### src/rtl/riscv_pkg.sv
// Shared fetch-side types and IMEM address helpers.
// Pulled in by the fetch queue and its FIFO.
package riscv_pkg;

    localparam logic [31:0] RESET_PC_DEFAULT = 32'h0000_0000;

    typedef struct packed {
        logic [31:0] pc;
        logic [31:0] inst;
    } fetch_entry_t;

    typedef enum logic [1:0] {
        ST_RUN   = 2'd0,
        ST_DRAIN = 2'd1,
        ST_HALT  = 2'd2
    } fetch_state_t;

    // A PC is fetchable when every bit above the IMEM byte-address width is zero.
    function automatic logic pc_in_range(input logic [31:0] pc, input int aw);
        return (pc >> aw) == 32'd0;
    endfunction

    function automatic logic [29:0] word_addr(input logic [31:0] pc);
        return pc[31:2];
    endfunction

endpackage

### src/rtl/fetch_queue_fifo.sv
// FIFO of fetched {pc, inst} entries. The head entry comes straight from storage
// registers, so decode never sees a combinational path from IMEM data.
module fetch_fifo
    import riscv_pkg::*;
#(
    parameter int DEPTH = 2
) (
    input  logic                   clk,
    input  logic                   reset,
    input  logic                   i_push,
    input  logic                   i_pop,
    input  logic                   i_clear,
    input  fetch_entry_t           i_data,
    output fetch_entry_t           o_head,
    output logic                   o_full,
    output logic                   o_empty,
    output logic [$clog2(DEPTH):0] o_count
);
    localparam int PW = $clog2(DEPTH);
    localparam logic [PW:0] FULL_CNT = DEPTH[PW:0];

    fetch_entry_t  r_mem [DEPTH];
    logic [PW-1:0] r_rd;
    logic [PW-1:0] r_wr;
    logic [PW:0]   r_count;
    logic          w_push;
    logic          w_pop;

    assign o_empty = (r_count == '0);
    assign o_full  = (r_count == FULL_CNT);
    assign o_count = r_count;
    assign o_head  = r_mem[r_rd];

    // A push into a full FIFO is only accepted when the head leaves the same cycle.
    assign w_pop  = i_pop && !o_empty;
    assign w_push = i_push && (!o_full || w_pop);

    always_ff @(posedge clk or negedge reset) begin
        if (!reset) begin
            for (int i = 0; i < DEPTH; i++) r_mem[i] <= '0;
            r_rd    <= '0;
            r_wr    <= '0;
            r_count <= '0;
        end else if (i_clear) begin
            r_rd    <= '0;
            r_wr    <= '0;
            r_count <= '0;
        end else begin
            if (w_push) begin
                r_mem[r_wr] <= i_data;
                r_wr        <= r_wr + 1'b1;
            end
            if (w_pop) r_rd <= r_rd + 1'b1;
            if (w_push && !w_pop)      r_count <= r_count + 1'b1;
            else if (w_pop && !w_push) r_count <= r_count - 1'b1;
        end
    end

endmodule

### src/rtl/fetch_queue.sv
// Instruction fetch front-end: sequential PC generation, one-deep IMEM request
// pipeline with credit and epoch tracking, redirect/flush and sticky exception.
module fetch_queue
    import riscv_pkg::*;
#(
    parameter logic [31:0] RESET_PC = RESET_PC_DEFAULT,
    parameter int          DEPTH    = 2,
    parameter int          IMEMSIZE = 131072
) (
    input  logic        clk,
    input  logic        reset,
    input  logic        redirect_valid,
    input  logic [31:0] redirect_pc,
    output logic        mem_read_ready,
    output logic [29:0] mem_read_address,
    input  logic [31:0] mem_read_data,
    output logic        out_valid,
    input  logic        out_ready,
    output logic [31:0] out_pc,
    output logic [31:0] out_inst,
    output logic        exception
);
    localparam int AW = $clog2(IMEMSIZE);
    localparam int PW = $clog2(DEPTH);

    fetch_state_t  r_state;
    fetch_state_t  w_next_state;
    logic [31:0]   r_fetch_pc;
    logic          r_epoch;
    logic          r_vld_p1;
    logic [31:0]   r_pc_p1;
    logic          r_epoch_p1;

    fetch_entry_t  w_head;
    fetch_entry_t  w_push_entry;
    logic          w_full;
    logic          w_empty;
    logic [PW:0]   w_count;
    logic [PW+1:0] w_used;
    logic          w_active;
    logic          w_redirect;
    logic          w_misaligned;
    logic          w_in_range;
    logic          w_credit_ok;
    logic          w_issue;
    logic          w_resp;
    logic          w_push;
    logic          w_pop;

    assign w_active     = (r_state != ST_HALT);
    assign w_redirect   = redirect_valid && w_active;
    assign w_misaligned = (redirect_pc[1:0] != 2'b00);
    assign w_in_range   = pc_in_range(r_fetch_pc, AW);

    // Entries held plus the response still in flight must leave room for one more.
    assign w_used      = {1'b0, w_count} + {{(PW + 1){1'b0}}, r_vld_p1};
    assign w_credit_ok = !w_full && (w_used < DEPTH[PW+1:0]);

    // Qualified by reset so the IMEM port stays idle while reset is held low.
    assign w_issue = reset && (r_state == ST_RUN) && w_in_range && w_credit_ok && !w_redirect;

    assign w_resp       = r_vld_p1 && (r_epoch_p1 == r_epoch);
    assign w_push       = w_resp && !w_redirect;
    assign w_pop        = out_valid && out_ready && !w_redirect;
    assign w_push_entry = '{pc: r_pc_p1, inst: mem_read_data};

    fetch_fifo #(
        .DEPTH (DEPTH)
    ) u_fifo (
        .clk     (clk),
        .reset   (reset),
        .i_push  (w_push),
        .i_pop   (w_pop),
        .i_clear (w_redirect),
        .i_data  (w_push_entry),
        .o_head  (w_head),
        .o_full  (w_full),
        .o_empty (w_empty),
        .o_count (w_count)
    );

    always_ff @(posedge clk or negedge reset) begin
        if (!reset) r_state <= ST_RUN;
        else        r_state <= w_next_state;
    end

    always_comb begin
        w_next_state = r_state;
        case (r_state)
            ST_RUN:   if (!w_in_range) w_next_state = ST_DRAIN;
            ST_DRAIN: if (w_empty && !r_vld_p1) w_next_state = ST_HALT;
            ST_HALT:  w_next_state = ST_HALT;
            default:  w_next_state = ST_HALT;
        endcase
        if (w_redirect) w_next_state = w_misaligned ? ST_HALT : ST_RUN;
    end

    // Request stage -> response stage: the tag travels with the request so a
    // redirect can orphan a response that is already on its way back.
    always_ff @(posedge clk or negedge reset) begin
        if (!reset) begin
            r_fetch_pc <= RESET_PC;
            r_epoch    <= 1'b0;
            r_vld_p1   <= 1'b0;
            r_pc_p1    <= '0;
            r_epoch_p1 <= 1'b0;
        end else begin
            r_vld_p1 <= w_issue;
            if (w_issue) begin
                r_pc_p1    <= r_fetch_pc;
                r_epoch_p1 <= r_epoch;
                r_fetch_pc <= r_fetch_pc + 32'd4;
            end
            if (w_redirect) begin
                r_epoch <= ~r_epoch;
                if (!w_misaligned) r_fetch_pc <= redirect_pc;
            end
        end
    end

    assign mem_read_ready   = w_issue;
    assign mem_read_address = word_addr(r_fetch_pc);
    assign out_valid        = !w_empty && w_active;
    assign out_pc           = w_head.pc;
    assign out_inst         = w_head.inst;
    assign exception        = (r_state == ST_HALT);

endmodule

### config.mk
export PLATFORM = sky130hd
export DESIGN_NAME = fetch_queue
export DESIGN_NICKNAME = d
export VERILOG_FILES = /design/src/rtl/riscv_pkg.sv /design/src/rtl/fetch_queue_fifo.sv /design/src/rtl/fetch_queue.sv
export SDC_FILE = /design/constraint.sdc
export NUM_CORES = 1
export LEC_CHECK = 0
export ABC_AREA = 1
export BUFFER_PORTS_ARGS = -buffer_cell sky130_fd_sc_hd__buf_2
export CORE_UTILIZATION = 56
export DETAILED_ROUTE_END_ITERATION = 10
export GPL_ROUTABILITY_DRIVEN = 0
export GPL_TIMING_DRIVEN = 1
export PLACE_DENSITY = 0.87
export SYNTH_ARGS = -nofsm -noshare
export SYNTH_HDL_FRONTEND = slang
export SYNTH_SLANG_ARGS = --single-unit
### constraint.sdc
create_clock -name clk -period 2.1 [get_ports clk]
set_clock_uncertainty 0.1 [all_clocks]
set_input_delay 0.42 -clock clk [delete_from_list [all_inputs] [get_ports clk]]
set_output_delay 0.42 -clock clk [all_outputs]
set_load 0.03 [all_outputs]
Word level (Yosys, flattened, before mapping)
Index checks and enable logic that the tools add are counted.

cells by class
  add/subtract/negate cells = 6
  order comparisons = 4
  equality and inequality tests = 7
  multiplexer cells = 21
  bitwise operators = 4
  reduce and logical (&&, ||, !) cells = 33

operators by type and width
  cell                                                       count
  two-way mux 64 bit                                         4
  bitwise mux 128 bit                                        1
  two-way mux 32 bit                                         3
  demux 64 bit (select 1 bit)                                1
  adder 32 x 3 -> 32 bit (second input constant)             1
  zero test 32 bit                                           1
  logical AND 1 bit                                          17
  two-way mux 2 bit                                          7
  zero test 1 bit                                            6
  inequality test 3 bit (second input constant)              2
  nonzero test 2 bit                                         3
  == test 2 bit (second input constant)                      2
  greater-or-equal comparator 2 bit (second input constant)  2
  zero test 2 bit                                            2
  two-way mux 1 bit                                          4
  NOT 1 -> 2 bit                                             2
  one-hot mux 2 bit (2 select lines)                         1
  AND reduction 2 bit                                        2
  adder 2 x 1 -> 3 bit                                       1
  < comparator 3 x 2 -> 1 bit (second input constant)        1
  nonzero test 3 bit                                         1
  adder 1 bit (second input constant)                        2
  adder 2 x 1 -> 2 bit (second input constant)               1
  == test 2 x 1 -> 1 bit (second input constant)             1
  other kinds (6)                                            7

word-level totals
  register bits after elaboration = 201
  input bits = 68
  output and inout bits = 97

Logic depth before layout (Yosys ltp)
Gate-level depths: netlist of run 1.

  depth after elaboration = 13
  depth in mapped cells = 13
  mapped depth without buffers = 12

Cells and area by module
From an unflattened synthesis of run 1, not the netlist that was laid out.

unflattened totals
  cell total of the unflattened synthesis = 1124
  area total of the unflattened synthesis = 9749.4 sq um

modules (own cells, without submodules)
  module       instances  cells each  area each (sq um)  sequential area each (sq um)
  fetch_fifo   1          721         6373.6             3303.2
  fetch_queue  1          403         3375.7             1726.7

Least setup slack after synthesis of run 1
Ideal clock, no wire load.

  path type = reg2out
  start point = register u_fifo.r_count[0] (netlist: u_fifo.o_count[0])
  end point = output port mem_read_ready
  arrival = 1394 ps
  required time = 1580 ps
  slack = 186 ps
  cell stages (with the launch flop) = 7
  path buffers = 1
  cells stage by stage = dfrtp_1 nand2_1 inv_1 nor3_2 inv_1 nor2_2 buf_2

between the ends
  cells in the longest elaborated chain, start to end = 5
  elaborated cells on any way between the ends = 7
  classes of those cells = add/sub (1); order compare (1); eq/ne (1); reduce/logical (4)

ends and longest elaborated chain
  item                                                                   RTL line                                   RTL
  from (decl)                                                            fetch_queue_fifo.sv:25                     logic [PW:0] r_count;
  from (signal assigned)                                                 fetch_queue_fifo.sv:54                     if (w_push && !w_pop) r_count <= r_count + 1'b1;
  from (signal assigned)                                                 fetch_queue_fifo.sv:55                     else if (w_pop && !w_push) r_count <= r_count - 1'b1;
  adder 2 x 1 -> 3 bit / == test 2 bit (equally long branches)           fetch_queue.sv:56, fetch_queue_fifo.sv:30
  < comparator 3 x 2 -> 1 bit / zero test 1 bit (equally long branches)  fetch_queue.sv:57                          assign w_credit_ok = !w_full && (w_used < DEPTH[PW+1:0]);
  logical AND 1 bit (*)                                                  fetch_queue.sv:57
  logical AND 1 bit (*) (2 in a row)                                     fetch_queue.sv:60                          assign w_issue = reset && (r_state == ST_RUN) && w_in_range && w_credit_ok && !w_redirect;
  to (decl)                                                              fetch_queue.sv:14                          output logic mem_read_ready,

Mark *: on every way between the ends. The rest lies on a longest branch, timed or not.

Worst setup path after layout of run 1
  start point = register r_state[1]
  end point = output port mem_read_ready

between the ends
  cells in the longest elaborated chain, start to end = 5
  elaborated cells on any way between the ends = 8
  classes of those cells = eq/ne (1); reduce/logical (7)

ends and longest elaborated chain
  item                            RTL line           RTL
  from (decl)                     fetch_queue.sv:26  fetch_state_t r_state;
  from (signal assigned)          fetch_queue.sv:84  else r_state <= w_next_state;
  zero test 2 bit                 fetch_queue.sv:60
  logical AND 1 bit (3 in a row)  fetch_queue.sv:60
  logical AND 1 bit (*)           fetch_queue.sv:60

Marks and branches as above.

==> results of run 1 <==
[stage by stage]
stage | instances | hold slack [ps] | setup TNS [ps] | total power [W] | util
after global placement | 1410 | 351 | 0 | 0.00523 | 0.628
final | 1473 | 31.5 | -264 | 0.00962 | 0.752
after CTS | 1462 | 13.7 | -168 | 0.00930 | 0.703
after detailed placement | 1410 | 357 | 0 | 0.00526 | 0.628
after floorplan | 1098 | 24.4 | 0 | 0.00492 | -
after global routing | 1473 | 12.6 | -3690 | 0.00996 | 0.752
[logic make-up after synthesis]
kind of cell / after synthesis / share of synthesized area
mux: 12 / 0.0145
xor+xnor: 4 / 0.00376
fa+ha+maj: 2 / 0.00269
buf+inv: 195 / 0.110
flops: 201 / 0.540
compound gates: 167 / 0.108
simple gates: 517 / 0.220
[path summary, 6_finish.rpt]
path	from	end	slack (ps)	cells past startpoint
worst max-delay path	r_state[1]	mem_read_ready	-60	4
worst min-delay path	redirect_pc[18]	r_fetch_pc[18]	30	3
worst max register to register	u_fifo.o_count[1]	u_fifo.r_mem[118]	150	12
worst min register to register	r_epoch	r_epoch	370	1
max in group asynchronous	reset	u_fifo.r_rd	1080	2
min in group asynchronous	reset	r_epoch_p1	120	2
[registers in the layout, indices dropped and copies added, names as in the netlist]
name / count
r_epoch: 1
u_fifo.r_mem: 128
r_pc_p1: 32
u_fifo.o_count: 2
u_fifo.r_wr: 1
r_state: 2
r_epoch_p1: 1
u_fifo.r_rd: 1
r_fetch_pc: 32
r_vld_p1: 1
[metal layers]
layer	vias to the layer above	part of all wire	track usage
li1	3706	-	-
met1	3706	0.39	0.333
met2	315	0.50	0.439
met3	77	0.071	0.0558
met4	0	0.039	0.0852
met5	-	0	0
[repair_timing]
item | CTS | global route
setup endpoints to repair | 59 | 67
buffers inserted | 10 | 4
gates resized for setup | 102 | 196
pin swaps | 7 | 35
gates cloned | 6 | 7
[cells in the final DEF, fill, tap and decap left out, types with 3 or more instances in the layout]
cell type / count
nor2_4: 3
buf_6: 66
nand3_1: 24
nand2_1: 293
buf_16: 6
nor3_1: 5
buf_12: 11
buf_4: 16
buf_8: 3
nor2_1: 51
o21ai_2: 46
inv_1: 107
a21oi_1: 15
buf_2: 98
or2_2: 3
nand4_1: 11
clkinv_2: 3
o21ai_0: 32
xor2_1: 3
nand2_4: 20
clkbuf_16: 28
dfrtp_1: 199
clkbuf_8: 5
nand2_2: 99
o21ai_1: 73
mux2_2: 12
clkbuf_1: 4
[layout make-up]
type	instances	area (µm²)
timing repair buffer	208	1970
sequential	201	5030
fill	1023	3980
multi-input combinational	702	3690
clock buffer	29	596
inverter	110	425
clock inverter	7	91.3
tap	216	270
[power by group through the flow]
| stage | logic [W] | clock network (W) | registers (W) |
|---|---|---|---|
| after detailed placement | 0.00107 | 0 | 0.00419 |
| after global placement | 0.00106 | 0 | 0.00418 |
| final | 0.00177 | 0.00372 | 0.00413 |
| after floorplan | 0.000772 | 0 | 0.00415 |
| after global routing | 0.00187 | 0.00395 | 0.00414 |
| after CTS | 0.00141 | 0.00377 | 0.00412 |
[worst reg2reg max path: stages (launching register included)]
cell     delay, ps
dfrtp_2        450
inv_1          130
nand2_1        100
nand2_1         80
inv_2           50
nand3_4         70
nand3_1         70
nand2_1         90
inv_2           70
nand2_4        100
buf_12         300
nand2_1        120
o21ai_1        130
==> impl_metrics.env, run 1 <==
export IMPL_cts_buffer_depth=3
export IMPL_status="finished, violations left"
export IMPL_synthesis_area_um2=9310
export IMPL_grt_first_pass_wirelength_mm=34.7
export IMPL_io_pins=165
export IMPL_drc_errors=0
export IMPL_p_leak_nw=6.53
export IMPL_finalSetupViolCount=24
export IMPL_crit_path_top_delay_cell="dfrtp_1"
export IMPL_p_seq_frac=0.429
export IMPL_hpwl_mm=12.5
export IMPL_core_um2=16100
export IMPL_switching_share=0.278
export IMPL_clock_fmax_mhz=462
export IMPL_fp_dieArea_um2=17100
export IMPL_grt_pass1_vias=7098
export IMPL_finalCriticalPeriod_ps=2160
export IMPL_cts_sinks=201
export IMPL_grt_max_degree=202
export IMPL_die_height_um=131
export IMPL_grt_usage=0.259
export IMPL_rsz0062_at_grt="true"
export IMPL_synth_most_common_cell="nand2_1"
export IMPL_cap_violations=0
export IMPL_synth_common_cells="nand2_1, dfrtp_1, inv_1"
export IMPL_drt_pass1_iter_count=5
export IMPL_cp_data_arrival_time_ps=1640
export IMPL_synth_async_reset_ratio=1.00
export IMPL_design_area_um2=12100
export IMPL_ys_seq_elements=201
export IMPL_synth_top_area_share=0.540
export IMPL_via_per_inst=5.30
export IMPL_place_area_um2=10100
export IMPL_fin_crit_sh=1.03
export IMPL_drv_slew=0
export IMPL_htreeDepth=1
export IMPL_numCtsBuffers=21
export IMPL_min_path_type="input port to flip-flop"
export IMPL_pwr_share_clk=0.386
export IMPL_critPathBufInv=1
export IMPL_antenna_found_initial=0
export IMPL_synthCells=1098
export IMPL_synth_area_leaders="dfrtp_1, nand2_1, inv_1, o21ai_2, o21ai_1"
export IMPL_cts_tree="yes"
export IMPL_portBuffers=164
export IMPL_p_int_w=0.00695
export IMPL_synth_seq_area_share=0.540
export IMPL_startpoint_type="flip-flop"
export IMPL_start_util=0.580
export IMPL_synth_top_area_cell="dfrtp_1"
export IMPL_cts_hold_buf=0
export IMPL_cts_root_buf="clkbuf_16"
export IMPL_drive_gt1_frac=0.345
export IMPL_syn_nets=1168
export IMPL_crit_path_max_fanout=4
export IMPL_synth_top_flop_cell="dfrtp_1"
export IMPL_violations="negative setup slack"
export IMPL_drtIter0Drc=629
export IMPL_clkTransAtPathRegs_ps=60
export IMPL_row_count=46
export IMPL_maxSlewHeadroom=0.319
export IMPL_area_growth_pct=29.8
export IMPL_peakVddDrop_v=0.000654
export IMPL_avgSynthCellArea_um2=8.48
export IMPL_fp_dieW_um=131
export IMPL_fin_ws_ps=-62.7
export IMPL_p_sw_w=0.00268
export IMPL_ant_nets=0
export IMPL_tightest_slew_ps=1020
export IMPL_wl_per_cell_um=16.5
export IMPL_pwr_share_comb=0.184
export IMPL_nNetsFinal=1314
export IMPL_diodes=0
export IMPL_finalHoldViolCount=0
export IMPL_power_density_nw_per_um2=796
export IMPL_crit_path_max_incr_delay_ps=450
export IMPL_critical_path_class="flip-flop to primary output"
export IMPL_clk_latency_ps=490
export IMPL_vias=7804
export IMPL_dp_slack_ps=70.5
export IMPL_crit_path_end_kind="primary output"
export IMPL_wl_mm=24.3
export IMPL_path_cells="nor3_4 -> nand3_4 -> nor2_4 -> buf_6"
export IMPL_path_delay_family="simple AND/OR/NAND/NOR gates"
export IMPL_synthDistinctLibCells=29
export IMPL_synth_edf_count=0
export IMPL_worstPathRequired_ps=1580
export IMPL_grt_overflow_total=0
export IMPL_synth_warnings=0
Power figures use the tool's default switching activity.
==> run 2: changes to the inputs <==
==> constraint.sdc (replaced) <==
create_clock -name clk -period 2.1 [get_ports clk]
set_clock_uncertainty 0.1 [all_clocks]
set_input_delay 0.42 -clock clk [delete_from_list [all_inputs] [get_ports clk]]
set_output_delay 0.42 -clock clk [all_outputs]
set_load 0.1 [all_outputs]
==> run 2 against run 1 <==
Net effect:
- fmax shrank 2.7%
- first-iteration DRC count grew 16%
- the flow still finishes with violations (negative setup slack)
- design area grew 7.5%
==> impl_metrics.env, run 2 (synthesis results as in run 1) <==
export IMPL_grt_first_pass_wirelength_mm=35.2
export IMPL_ant_nets=0
export IMPL_drt_pass1_iter_count=5
export IMPL_grt_overflow_total=0
export IMPL_power_density_nw_per_um2=765
export IMPL_vias=8227
export IMPL_grt_pass1_vias=7570
export IMPL_wl_mm=27.7
export IMPL_top_register="u_fifo.r_mem"
export IMPL_clock_fmax_mhz=450
export IMPL_placed_cells=1411
export IMPL_cts_sinks=201
export IMPL_start_util=0.580
export IMPL_antenna_found_initial=0
export IMPL_violations="negative setup slack"
export IMPL_drv_slew=0
export IMPL_crit_path_end_kind="primary output"
export IMPL_finalHoldViolCount=0
export IMPL_timing_rr_start="u_fifo.o_count[1]"
export IMPL_finalCriticalPeriod_ps=2220
export IMPL_htreeDepth=1
export IMPL_finalSetupViolCount=53
export IMPL_crit_path_max_fanout=6
export IMPL_cts_buffer_depth=3
export IMPL_area_growth_pct=39.5
export IMPL_fin_ws_ps=-123
export IMPL_finalNonFillerCells=1470
export IMPL_cp_startpoint="u_fifo.r_rd"
export IMPL_worstPathRequired_ps=1580
export IMPL_setup_tns_ps=-3480
export IMPL_io_pins=165
export IMPL_critical_path_class="flip-flop to primary output"
export IMPL_clk_latency_ps=490
export IMPL_reg_top3="u_fifo.r_mem (128), r_fetch_pc (32), r_pc_p1 (32)"
export IMPL_rsz0062_at_grt="true"
export IMPL_numCtsBuffers=21
export IMPL_core_um2=16100
export IMPL_drive_gt1_frac=0.363
export IMPL_fin_crit_sh=1.06
export IMPL_portBuffers=164
export IMPL_grt_usage=0.262
export IMPL_drc_errors=0
export IMPL_drtIter0Drc=730
export IMPL_fp_dieArea_um2=17100
export IMPL_most_common_layout_cells="nand2_1, dfrtp_1, inv_1"
export IMPL_min_path_type="input port to flip-flop"
export IMPL_die_height_um=131
export IMPL_fp_dieW_um=131
export IMPL_cap_violations=0
export IMPL_grt_max_degree=202
export IMPL_final_common_cell="nand2_1"
export IMPL_holdWs_ps=64.3
export IMPL_peakVddDrop_v=0.00105
export IMPL_tightest_slew_ps=1060
export IMPL_nNetsFinal=1315
export IMPL_cts_tree="yes"
export IMPL_startpoint_type="flip-flop"
export IMPL_power_w=0.00993
export IMPL_cts_root_buf="clkbuf_16"
export IMPL_clkTransAtPathRegs_ps=60
export IMPL_diodes=0
export IMPL_cp_data_arrival_time_ps=1700
export IMPL_status="finished, violations left"
export IMPL_row_count=46
export IMPL_maxSlewHeadroom=0.296
export IMPL_wl_per_cell_um=18.9
export IMPL_via_per_inst=5.60
export IMPL_worstHoldStart="redirect_pc[21]"
export IMPL_p_leak_nw=6.69
export IMPL_hpwl_mm=13.9
export IMPL_largest_register_ffs=128
-- run 2: repair_timing --
item,in CTS,in global routing
setup endpoints to repair,67,81
gates resized for setup,14,199
pin swaps,5,56
hold buffers,0,0
gates cloned,0,9
setup buffers,7,11
endpoints found under the hold margin,0,0
-- run 2: critical path, stage by stage, from the launching register on --
cell,delay [ps]
dfrtp_2,450
clkinv_4,90
buf_12,140
clkbuf_16,190
nand2_4,70
nand2_4,90
buf_12,170
-- run 2: cell type report --
type	instances	area [µm²]
Clock buffer	28	582
Clock inverter	4	47.5
Fill cell	754	3070
Inverter	110	422
Multi-Input combinational cell	702	4160
Sequential cell	201	5030
Tap cell	216	270
Timing Repair Buffer	209	2480
-- run 2: final timing paths --
check                           slack, ps                 to  cells after the start
worst max-delay path                 -120       out_inst[14]                      6
worst min-delay path                   60     r_fetch_pc[21]                      2
worst max register to register         70  u_fifo.r_mem[115]                     12
worst min register to register        380            r_epoch                      1
max in group asynchronous            1040    u_fifo.r_mem[5]                      2
min in group asynchronous              70     r_fetch_pc[16]                      2
-- run 2: metal layers --
metal / vias to the layer above / wire, µm / track usage
met5: - / 0 / 0
met4: 0 / 1330 / 0.112
met3: 109 / 2120 / 0.0432
met2: 460 / 14100 / 0.452
met1: 3977 / 10200 / 0.326
li1: 3681 / - / -
-- run 2: metrics by stage --
| stage | worst slack (ps) | cell area, µm² | util |
|---|---|---|---|
| floorplan | -28.9 | 9500 | - |
| global route | -180 | 13000 | 0.809 |
| finish | -123 | 13000 | 0.809 |
| detailed placement | 108 | 11200 | 0.696 |
| CTS | -109 | 11900 | 0.742 |
| global placement | 208 | 11200 | 0.696 |
-- run 2: where the power goes --
group / switching, W / internal, W / leakage (nW)
Combinational: 0.00158 / 0.000700 / 3.81
Clock: 0.00148 / 0.00205 / 0.307
Sequential: 0.000140 / 0.00399 / 2.57
==> run 3: changes to the inputs <==
--- a/config.mk
+++ b/config.mk
@@ -7,11 +7,11 @@
 export LEC_CHECK = 0
 export ABC_AREA = 1
 export BUFFER_PORTS_ARGS = -buffer_cell sky130_fd_sc_hd__buf_2
-export CORE_UTILIZATION = 56
+export CORE_UTILIZATION = 51
 export DETAILED_ROUTE_END_ITERATION = 10
 export GPL_ROUTABILITY_DRIVEN = 0
 export GPL_TIMING_DRIVEN = 1
-export PLACE_DENSITY = 0.87
+export PLACE_DENSITY = 0.84
 export SYNTH_ARGS = -nofsm -noshare
 export SYNTH_HDL_FRONTEND = slang
 export SYNTH_SLANG_ARGS = --single-unit
==> constraint.sdc (replaced) <==
create_clock -name clk -period 1.8 [get_ports clk]
set_clock_uncertainty 0.1 [all_clocks]
set_input_delay 0.36 -clock clk [delete_from_list [all_inputs] [get_ports clk]]
set_output_delay 0.36 -clock clk [all_outputs]
set_load 0.1 [all_outputs]
==> run 3 against run 2 <==
Net effect:
- critical path depth rose by 1
- the flow finishes with violations (negative hold slack, negative setup slack)
- final cell count rose by 8.2%
- sequential share of layout area is 7.4 points lower
- power increased by 27%
- clock power increased by 27%
- clock-buffer cell count increased by 3
- non-clock buffer count increased by 100
- hold slack lost 67 ps
==> impl_metrics.env, run 3 (synthesis results as in run 1) <==
export IMPL_wl_per_cell_um=27.3
export IMPL_power_density_nw_per_um2=782
export IMPL_grt_max_degree=103
export IMPL_grt_util_met2=0.558
export IMPL_via_per_inst=6.17
export IMPL_p_leak_nw=8.05
export IMPL_critical_path_class="flip-flop to primary output"
export IMPL_dp_slack_ps=-99.2
export IMPL_peakVddDrop_v=0.00102
export IMPL_grt_pass1_vias=8800
export IMPL_grt_usage=0.315
export IMPL_hpwl_mm=14.4
export IMPL_cts_buffer_depth=3
export IMPL_clock_fmax_mhz=423
export IMPL_finalCriticalPeriod_ps=2360
export IMPL_io_pins=165
export IMPL_drive_gt1_frac=0.559
export IMPL_crit_path_end_kind="primary output"
export IMPL_maxSlewHeadroom=0.577
export IMPL_drtIter0Drc=1033
export IMPL_fin_ws_ps=-565
export IMPL_top_register="u_fifo.r_mem"
export IMPL_htreeDepth=1
export IMPL_cts_sinks=201
export IMPL_die_height_um=137
export IMPL_drc_errors=0
export IMPL_drt_pass1_iter_count=5
export IMPL_power_w=0.0126
export IMPL_numCtsBuffers=21
export IMPL_finalSetupViolCount=225
export IMPL_top_usage_layer="met2"
export IMPL_clkTransAtPathRegs_ps=60
export IMPL_holdWs_ps=-2.39
export IMPL_crit_path_max_fanout=5
export IMPL_ant_nets=0
export IMPL_startpoint_type="flip-flop"
export IMPL_grt_overflow_total=0
export IMPL_wl_mm=43.4
export IMPL_rsz0062_at_grt="true"
export IMPL_fp_dieW_um=137
export IMPL_antenna_found_initial=1
export IMPL_nNetsFinal=1418
export IMPL_core_um2=17900
export IMPL_grt_first_pass_wirelength_mm=45.1
export IMPL_cts_tree="yes"
export IMPL_cap_violations=0
export IMPL_fp_dieArea_um2=18800
export IMPL_drv_slew=0
export IMPL_grt_met3_usage=0.0667
export IMPL_setup_tns_ps=-64600
export IMPL_row_count=49
export IMPL_cts_root_buf="clkbuf_16"
export IMPL_vias=9815
export IMPL_tightest_slew_ps=635
export IMPL_violations="negative hold slack, negative setup slack"
export IMPL_area_growth_pct=72.8
export IMPL_diodes=0
export IMPL_status="finished, violations left"
export IMPL_portBuffers=164
export IMPL_finalHoldViolCount=1
export IMPL_fin_crit_sh=1.31
export IMPL_final_common_cell="dfrtp_1"
export IMPL_start_util=0.520
export IMPL_largest_register_ffs=128
export IMPL_cp_data_arrival_time_ps=1900
export IMPL_min_path_type="input port to flip-flop"
export IMPL_met1_usage=0.366
export IMPL_reg_top3="u_fifo.r_mem (128), r_fetch_pc (32), r_pc_p1 (32)"
export IMPL_worstPathRequired_ps=1340
export IMPL_most_common_layout_cells="dfrtp_1, nand2_4, nand2_1"
export IMPL_clk_latency_ps=510
## run 3: changes by cell type in the layout (fill, tap and decap cells not counted), moves of 25 or more
cell / delta
o21ai_2: +51
nand2_1: -131
nand2_4: +94
buf_4: +43
nand2_2: +34
buf_6: +25
o21ai_1: -48
buf_2: -29
## run 3: final timing paths
| check | from | to | slack, ps | cells past startpoint |
|---|---|---|---|---|
| max | u_fifo.r_rd | out_inst[4] | -560 | 7 |
| min in group asynchronous | reset | r_fetch_pc[28] | 350 | 3 |
| max in group asynchronous | reset | u_fifo.r_mem[56] | 370 | 4 |
| min reg2reg | r_epoch | r_epoch | 410 | 1 |
| max reg2reg | r_state[0] | u_fifo.r_mem[69] | -560 | 12 |
| min | redirect_pc[14] | r_fetch_pc[14] | -2 | 3 |
## run 3: timing repair
action / in CTS / in global routing
hold buffers: 13 / 0
resized for setup: 200 / 372
endpoints found under the setup margin: 144 / 263
cloned: 25 / 27
pin swaps: 25 / 34
buffers inserted: 27 / 18
endpoints found under the hold margin: 35 / 0
## run 3: area by class of cell
type | instances | area (µm²)
fill | 548 | 1820
inverter | 110 | 440
tap | 229 | 287
clock buffer | 31 | 593
multi-input combinational | 705 | 5450
timing repair buffer | 309 | 4200
sequential | 201 | 5030
clock inverter | 5 | 78.8
## run 3: metrics by stage
stage               utilization  std cells  instance area (µm²)  hold WS, ps
floorplan                     -       1098                 9870        -35.6
global placement          0.661       1452                11800          309
detailed placement        0.661       1452                11800          312
CTS                       0.791       1552                14200         3.91
global route              0.899       1590                16100         3.72
finish                    0.899       1590                16100        -2.39
## run 3: critical path, cell delays in order (launching register included)
cell	delay, ps
dfrtp_2	450
clkinv_4	90
buf_6	130
buf_12	150
buf_16	170
nand2_4	60
nand2_4	130
buf_12	190
## run 3: power breakdown
| part | internal [W] | switching, W |
|---|---|---|
| registers | 0.00465 | 0.000186 |
| logic | 0.00112 | 0.00215 |
| clock network | 0.00257 | 0.00191 |
| total | 0.00833 | 0.00425 |
## run 3: per-layer routing
layer / vias up / wire [µm] / part of all wire
li1: 3923 / - / -
met1: 4819 / 13800 / 0.32
met2: 776 / 20400 / 0.47
met3: 293 / 5450 / 0.13
met4: 4 / 3700 / 0.085
met5: - / 52 / 0.0012
